[src/rtl/fft_reorder_if.sv]
// rtl/fft_reorder_if.sv - sample stream bus for the FFT output reorder buffer
interface fft_reorder_if #(
  parameter int N_LOG2 = 2,
  parameter int DATA_W = 16
);
  logic              in_valid;
  logic [DATA_W-1:0] in_re;
  logic [DATA_W-1:0] in_im;
  logic              out_valid;
  logic [DATA_W-1:0] out_re;
  logic [DATA_W-1:0] out_im;
  logic [N_LOG2-1:0] out_idx;
  logic              out_last;

  modport master (
    output in_valid, in_re, in_im,
    input  out_valid, out_re, out_im, out_idx, out_last
  );

  modport slave (
    input  in_valid, in_re, in_im,
    output out_valid, out_re, out_im, out_idx, out_last
  );
endinterface

[src/rtl/fft_reorder.sv]
// rtl/fft_reorder.sv - ping-pong buffer turning bit-reversed FFT output into natural order
module fft_reorder #(
  parameter int N_LOG2 = 2,
  parameter int DATA_W = 16
) (
  input  logic          clk,
  input  logic          rst,
  fft_reorder_if.slave  io_bus
);
  localparam int                N    = 1 << N_LOG2;
  localparam logic [N_LOG2-1:0] LAST = N_LOG2'(N - 1);

  typedef enum logic {S_IDLE, S_READ} state_t;

  state_t              r_state;
  state_t              w_state_nxt;
  logic [2*DATA_W-1:0] r_mem [0:2*N-1];
  logic [N_LOG2-1:0]   r_wcnt;
  logic [N_LOG2-1:0]   r_rcnt;
  logic                r_wbank;
  logic                r_rbank;
  logic                r_out_valid;
  logic                r_out_last;
  logic [DATA_W-1:0]   r_out_re;
  logic [DATA_W-1:0]   r_out_im;
  logic [N_LOG2-1:0]   r_out_idx;

  logic                w_wr_en;
  logic                w_frame_done;
  logic                w_rd_en;
  logic [N_LOG2:0]     w_waddr;
  logic [N_LOG2:0]     w_raddr;
  logic [2*DATA_W-1:0] w_rdata;

  function automatic logic [N_LOG2-1:0] bitrev(input logic [N_LOG2-1:0] a);
    logic [N_LOG2-1:0] r;
    for (int i = 0; i < N_LOG2; i++) r[i] = a[N_LOG2-1-i];
    return r;
  endfunction

  // Samples arriving while rst is high are dropped so the next frame starts clean.
  assign w_wr_en      = io_bus.in_valid && !rst;
  assign w_frame_done = w_wr_en && (r_wcnt == LAST);
  assign w_rd_en      = (r_state == S_READ);
  assign w_waddr      = {r_wbank, bitrev(r_wcnt)};
  assign w_raddr      = {r_rbank, r_rcnt};
  assign w_rdata      = r_mem[w_raddr];

  always_comb begin
    w_state_nxt = r_state;
    case (r_state)
      S_IDLE:  if (w_frame_done) w_state_nxt = S_READ;
      S_READ:  if ((r_rcnt == LAST) && !w_frame_done) w_state_nxt = S_IDLE;
      default: w_state_nxt = S_IDLE;
    endcase
  end

  always_ff @(posedge clk) begin
    if (w_wr_en) r_mem[w_waddr] <= {io_bus.in_re, io_bus.in_im};
  end

  always_ff @(posedge clk) begin
    if (rst) begin
      r_state     <= S_IDLE;
      r_wcnt      <= '0;
      r_rcnt      <= '0;
      r_wbank     <= 1'b0;
      r_rbank     <= 1'b0;
      r_out_valid <= 1'b0;
      r_out_last  <= 1'b0;
      r_out_re    <= '0;
      r_out_im    <= '0;
      r_out_idx   <= '0;
    end else begin
      r_state <= w_state_nxt;
      if (w_wr_en) begin
        r_wcnt <= r_wcnt + 1'b1;
        if (w_frame_done) r_wbank <= ~r_wbank;
      end
      // A completed frame always launches a drain of the bank just filled.
      if (w_frame_done) begin
        r_rbank <= r_wbank;
        r_rcnt  <= '0;
      end else if (w_rd_en) begin
        r_rcnt <= r_rcnt + 1'b1;
      end
      if (w_rd_en) begin
        r_out_valid <= 1'b1;
        r_out_re    <= w_rdata[2*DATA_W-1:DATA_W];
        r_out_im    <= w_rdata[DATA_W-1:0];
        r_out_idx   <= r_rcnt;
        r_out_last  <= (r_rcnt == LAST);
      end else begin
        r_out_valid <= 1'b0;
        r_out_last  <= 1'b0;
      end
    end
  end

  assign io_bus.out_valid = r_out_valid;
  assign io_bus.out_re    = r_out_re;
  assign io_bus.out_im    = r_out_im;
  assign io_bus.out_idx   = r_out_idx;
  assign io_bus.out_last  = r_out_last;
endmodule

[src/flat_wrapper.sv]
// flat-port wrapper written by rule: the top's interface ports become plain ports
module fft_reorder_flat 
#(
  parameter int N_LOG2 = 2,
  parameter int DATA_W = 16
)
  (clk, rst, io_bus_in_valid, io_bus_in_re, io_bus_in_im, io_bus_out_valid, io_bus_out_re, io_bus_out_im, io_bus_out_idx, io_bus_out_last);
  fft_reorder_if #(.N_LOG2(N_LOG2), .DATA_W(DATA_W)) io_bus_i ();
  input  logic clk;
  input  logic rst;
  input wire logic [$bits(io_bus_i.in_valid)-1:0] io_bus_in_valid;
  input wire logic [$bits(io_bus_i.in_re)-1:0] io_bus_in_re;
  input wire logic [$bits(io_bus_i.in_im)-1:0] io_bus_in_im;
  output wire logic [$bits(io_bus_i.out_valid)-1:0] io_bus_out_valid;
  output wire logic [$bits(io_bus_i.out_re)-1:0] io_bus_out_re;
  output wire logic [$bits(io_bus_i.out_im)-1:0] io_bus_out_im;
  output wire logic [$bits(io_bus_i.out_idx)-1:0] io_bus_out_idx;
  output wire logic [$bits(io_bus_i.out_last)-1:0] io_bus_out_last;
  assign io_bus_i.in_valid = io_bus_in_valid;
  assign io_bus_i.in_re = io_bus_in_re;
  assign io_bus_i.in_im = io_bus_in_im;
  assign io_bus_out_valid = io_bus_i.out_valid;
  assign io_bus_out_re = io_bus_i.out_re;
  assign io_bus_out_im = io_bus_i.out_im;
  assign io_bus_out_idx = io_bus_i.out_idx;
  assign io_bus_out_last = io_bus_i.out_last;
  fft_reorder #(.N_LOG2(N_LOG2), .DATA_W(DATA_W)) u_core (.clk(clk), .rst(rst), .io_bus(io_bus_i));
endmodule
[config.mk]
export PLATFORM = sky130hd
export DESIGN_NAME = fft_reorder_flat
export DESIGN_NICKNAME = d
export VERILOG_FILES = /design/src/rtl/fft_reorder_if.sv /design/src/rtl/fft_reorder.sv /design/src/flat_wrapper.sv
export SDC_FILE = /design/constraint.sdc
export NUM_CORES = 1
export LEC_CHECK = 0
export BUFFER_PORTS_ARGS = -buffer_cell sky130_fd_sc_hd__buf_2
export CAP_MARGIN = 20
export CORE_ASPECT_RATIO = 2
export CORE_MARGIN = 2
export CORE_UTILIZATION = 40
export DETAILED_ROUTE_END_ITERATION = 12
export HOLD_SLACK_MARGIN = 0.08
export PLACE_DENSITY_LB_ADDON = 0.25
export SYNTH_ARGS = -nofsm -noshare
export SYNTH_HDL_FRONTEND = slang
export SYNTH_SLANG_ARGS = --single-unit
[constraint.sdc]
create_clock -name clk -period 3.8 [get_ports clk]
set_input_delay 0 -clock clk [delete_from_list [all_inputs] [get_ports clk]]
set_output_delay 0 -clock clk [all_outputs]
set_load 0.01 [all_outputs]
Yosys cells after proc, flatten, opt, wreduce, memory -nomap -nowiden. Memories as Yosys holds them, arrays and structs flattened. A register that Yosys moved wholly into a read port is not among the register bits. Index checks and enable logic that the tools add are counted.

Bitwise operators: 2. Reductions and logical operators: 8. Multiply operators: 0. Multiplexer cells: 6. Equal/unequal tests: 2. Div/mod/pow operators: 0. Shifts and indexed selects: 0. $add $sub $neg: 2. Magnitude comparators: 0.

Operators by type and width (number): 1-bit two-way mux (5); 2-bit by 1-bit adder with 2-bit output, second input constant (2); 2-bit equality test, second input constant (2); 2-bit OR reduction (2); 1-bit logical AND (3); 1-bit logical NOT (2); 1-bit inverter (2); 1-bit one-hot mux with 2 select lines (1); 2-bit AND reduction (1).

Flip-flop bits (word level): 11. Memories: 1. Bits in read-only memories: 0. Output and inout port bits: 36. Bits in writable memories: 256. Input bits: 35. Bits in latches: 0.

Memories: u_core.r_mem (words 8, bits a word 32, rd ports 1, clocked after memory_dff 1, write ports 1, RTL line fft_reorder.sv:17) `logic [2*DATA_W-1:0] r_mem [0:2*N-1];`.

Depth between registers and ports, before layout.
Depth in word-level cells: 7. Depth in mapped cells: 7. Gate-level depth less buffers: 4.

Worst setup path after synthesis. OpenSTA, ideal clock, no wires.

Kind: register -> register. Start: register u_core.r_wcnt[0]. End: memory u_core.r_mem[0][0] (netlist bit) (enable). Setup time: 461 ps. Period minus slack after synthesis: 3426 ps. Cell stages (with the launch flop): 3. Buffers on the path: 0. Data arrival time: 2965 ps. Slack: 374 ps. Path through: dfxtp_1 -> or3b_1 -> nor3_1.

RTL lines: start: declaration (RTL line fft_reorder.sv:18) `logic [N_LOG2-1:0] r_wcnt;`; start signal: assignment (RTL line fft_reorder.sv:77) `r_wcnt <= r_wcnt + 1'b1;`; end: declaration (RTL line fft_reorder.sv:17).

No word-level cell before the write port.

==> summary.md <==
| Metric | Value |
|---|---|
| Design internal power | `5.430 mW` |
| CTS sink cnt | `roughly 300` |
| Setup TNS | `0 ns` |
| Comb pwr share | `0.034` |
| Setup violators final | `0` |
| Global route overflow | `0` |
| Global-route wire length before repair | `34,670 um` |
| Die Wd | `122.8 um` |
| Share of cells above drive strength 1 | `0.2399` |
| Worst Hold Class | `input pin to flop` |
| Initial detailed-routing violation count | `431` |
| Ports | `between 70 and 80` |
| Fillers | `2,337` |
| Clk_lat worst skew | `0.53 ns` |
| CP endpoint kind | `flop` |
| RSZ-0062 raised after global routing | `no` |
| Remaining DRCs | `0` |
| Dpl hpwl | `13,100 um` |
| Final worst-path cycle share | `0.5889` |
| Net switching power | `1.294 mW` |
| FF-to-FF path depth | `5` |
| Post-synth ARST share | `0` |
| Avg WL per Cell | `19.88 um` |
| Top cells by area, synth | `edfxtp_1 (68%), dfxtp_1 (7.6%), mux2i_1 (6.0%)` |
| Status | `completed` |
| CTS clock-pin slew for the worst setup and hold paths | `approximately 0.07 ns` |
| Clock Skew | `between 0.007 and 0.008 ns` |
| Initial core utilization | `0.4036` |
| DR vias/cell | `5.155` |
| Min Tclk post-route | `2.238 ns` |
| Syn Nets | `around 670` |
| Sw Ratio | `0.1925` |
| Crit path from | `u_core.r_rcnt[0]` |
| Post-Syn Area | `11,290 um^2` |
| Die footprint | `29,670 um^2` |
| GRT Util Overall | `0.1524` |
| Seq/Total Area, Yosys | `0.7570` |
| Worst-path fanout max | `51` |
| Syn avg cell area | `17.73 um^2` |
| Flop pwr share | `0.540` |
| Largest net degree at the start of global routing | `52` |
| Nets | `784` |
| Clk pwr share | `0.426` |
| Worst setup path category | `flop to flop` |
| Synthesis warning total | `0` |
| Final hold violations | `0` |
| Initial antenna violation count | `0` |
| Cell Rows | `87` |
| Rel. slew slack | `0.2999` |
| Max rail drop VDD | `approximately 500 uV` |
| Max Cap Viol | `0` |
| Top FF cell, synth | `edfxtp_1` |
| GP Congestion | `0.7000` |
| Max Clk Rate | `approximately 450 MHz` |
| Layout area overhead | `18.36%` |
| Worst EP required | `approximately 4.2 ns` |
| Leak pwr | `4.340 nW` |
| Critical path endpoint | `u_core.io_bus.out_re[12]` |
| Synthesized flop and latch total | `~300` |
| Drt first pass iters | `4` |
| Vias after detailed routing | `5,789` |
| Core ar. | `27,980 um^2` |
| Top-area cell type share of the netlist area | `0.6808` |
| Distinct cells, synth | `29` |
| Die Height | `241.6 um` |
| Element type at the critical path start | `flop` |
| Port Buf Inserts | `70` |
| Clock root buffer | `clkbuf_16` |
| Worst slew pin tran | `1.048 ns` |
| Area occupied by multi-input gates | `2554 um^2` |
| Crit Reg-Reg Startpoint | `u_core.r_rcnt[0]` |
| Ant diodes | `0` |
| Reg2reg end | `u_core.io_bus.out_re[12]` |
| Clock tree buffer depth | `3` |
| Pwr dens | `503.2 nW/um^2` |
| Worst Hold Slack | `0.1050 ns` |
| Final-report max-slew violation count | `0` |
| Number of synthesized flops with an enable pin | `256` |
| Post-CTS Setup Inserts | `0` |
| Flop-to-flop setup slack | `1.56 ns` |
| Register area | `8553 um^2` |
| CTS Buf Count | `27` |
| Worst min-delay path startpoint | `rst` |
| CTS tree | `yes` |
| Hold depth | `2` |
| Vias in the first global route | `6,056` |
| Area leader, netlist | `edfxtp_1` |
| Final ANT Viol Nets | `0` |
| Routed WL | `around 22,000 um` |
| H-tree depth | `1` |
| CP arrival | `2.62 ns` |
| Synth Instances | `637` |
-- registers in the layout, indices dropped and copies added, names as in the netlist --
signal,flops
u_core.r_wbank,1
u_core.io_bus.out_last,1
u_core.r_rcnt,2
u_core.r_wcnt,2
u_core.r_state,1
u_core.r_rbank,1
u_core.io_bus.out_im,16
u_core.io_bus.out_valid,1
u_core.io_bus.out_idx,2
u_core.r_mem,256
u_core.io_bus.out_re,16
-- layout by cell type (no fill, tap or decap), types with 2 or more instances in the layout --
cell             n
ha_1             2
mux2i_1         68
nor2_1          37
mux2_1          24
nor2_4           6
nand2b_1         4
clkinv_2         5
clkbuf_8         4
a211oi_1        34
clkbuf_16       27
a21oi_1          2
buf_12           2
bufinv_16        5
buf_2           70
nand2_1          4
o22ai_1         21
o221ai_1        11
a22oi_1         11
buf_4           16
edfxtp_1       256
mux2_2          40
clkbuf_1         5
dlygate4sd3_1   33
xnor2_1          2
a221o_1         21
dfxtp_1         41
nor3_2           2
-- kinds of logic (layout without fill, tap and decap cells) --
group	count (synthesis)	count (layout)	synth area share
buffers and inverters	41	171	0.02216
XOR/XNOR	3	3	0.002327
AND/OR/NAND/NOR	60	60	0.02260
adder cells (fa/ha/maj)	2	2	0.002216
flip-flops	299	299	0.7570
multiplexers	132	132	0.1241
AO/OA/AOI/OAI	100	100	0.06958
-- cell type report --
class | instances | area share
Tap cell | 356 | 0.03333
Timing Repair Buffer | 122 | 0.06497
Clock buffer | 36 | 0.05608
Multi-Input combinational cell | 297 | 0.1911
Sequential cell | 299 | 0.6400
Clock inverter | 13 | 0.01460
-- critical path, cell delays in order, from the launching register on --
cell and delay [ns]:
dfxtp_4 0.83, buf_12 0.38, mux2_1 0.36, o22ai_1 0.21, a221o_1 0.18, a211oi_1 0.07
-- Yosys cell counts, drive strengths merged (4+ instances only) --
| library cell | n |
|---|---|
| a211oi | 34 |
| o22ai | 21 |
| mux2i | 68 |
| nand2 | 4 |
| o221ai | 11 |
| buf | 15 |
| edfxtp | 256 |
| mux2 | 64 |
| nand2b | 4 |
| clkbuf | 26 |
| a221o | 21 |
| nor2 | 44 |
| a22oi | 11 |
| dfxtp | 43 |
-- how the worst min path moves through the flow --
stage	end	slack, ns
after floorplan	u_core.r_mem[0][0]	0.1
after global placement	u_core.r_mem[6][19]	0.26
after detailed placement	u_core.r_mem[7][19]	0.28
after CTS	u_core.r_wcnt[1]	0.09
after global routing	u_core.r_wcnt[1]	0.12
final	u_core.r_wcnt[1]	0.11
-- power groups by stage --
stage          sequential [mW]  clock (mW)  combinational (mW)
3_3_place_gp              3.70           0               0.199
4_1_cts                   3.63        2.93               0.234
6_report                  3.63        2.86               0.230
5_1_grt                   3.63        3.06               0.253
2_1_floorplan             3.70           0               0.113
3_5_place_dp              3.70           0               0.207
-- routing by layer --
| metal | global-route usage | routed length (um) | up-vias |
|---|---|---|---|
| li1 | - | - | 2765 |
| met1 | 0.2033 | 9621 | 2850 |
| met2 | 0.2559 | 11220 | 146 |
| met3 | 0.02358 | 1140 | 28 |
| met4 | 0.04293 | 345 | 0 |
| met5 | 0 | 0 | - |
-- timing repair --
item / 4_1_cts / 5_1_grt
endpoints found under the hold margin: 263 / 0
gates resized for setup: 0 / 0
setup endpoints to repair: 0 / 0
hold buffers: 33 / 0
-- metrics by stage --
stage	cells	setup slack, ns	power [mW]	area, um^2	utilization
floorplan	637	0.3738	3.814	11290	-
global placement	1040	1.436	3.901	12060	0.4312
detailed placement	1041	1.439	3.911	12090	0.4322
CTS	1123	1.547	6.796	13370	0.4777
global route	1123	1.427	6.948	13370	0.4777
finish	1123	1.562	6.725	13370	0.4777
(Power assumes the default switching activity.)
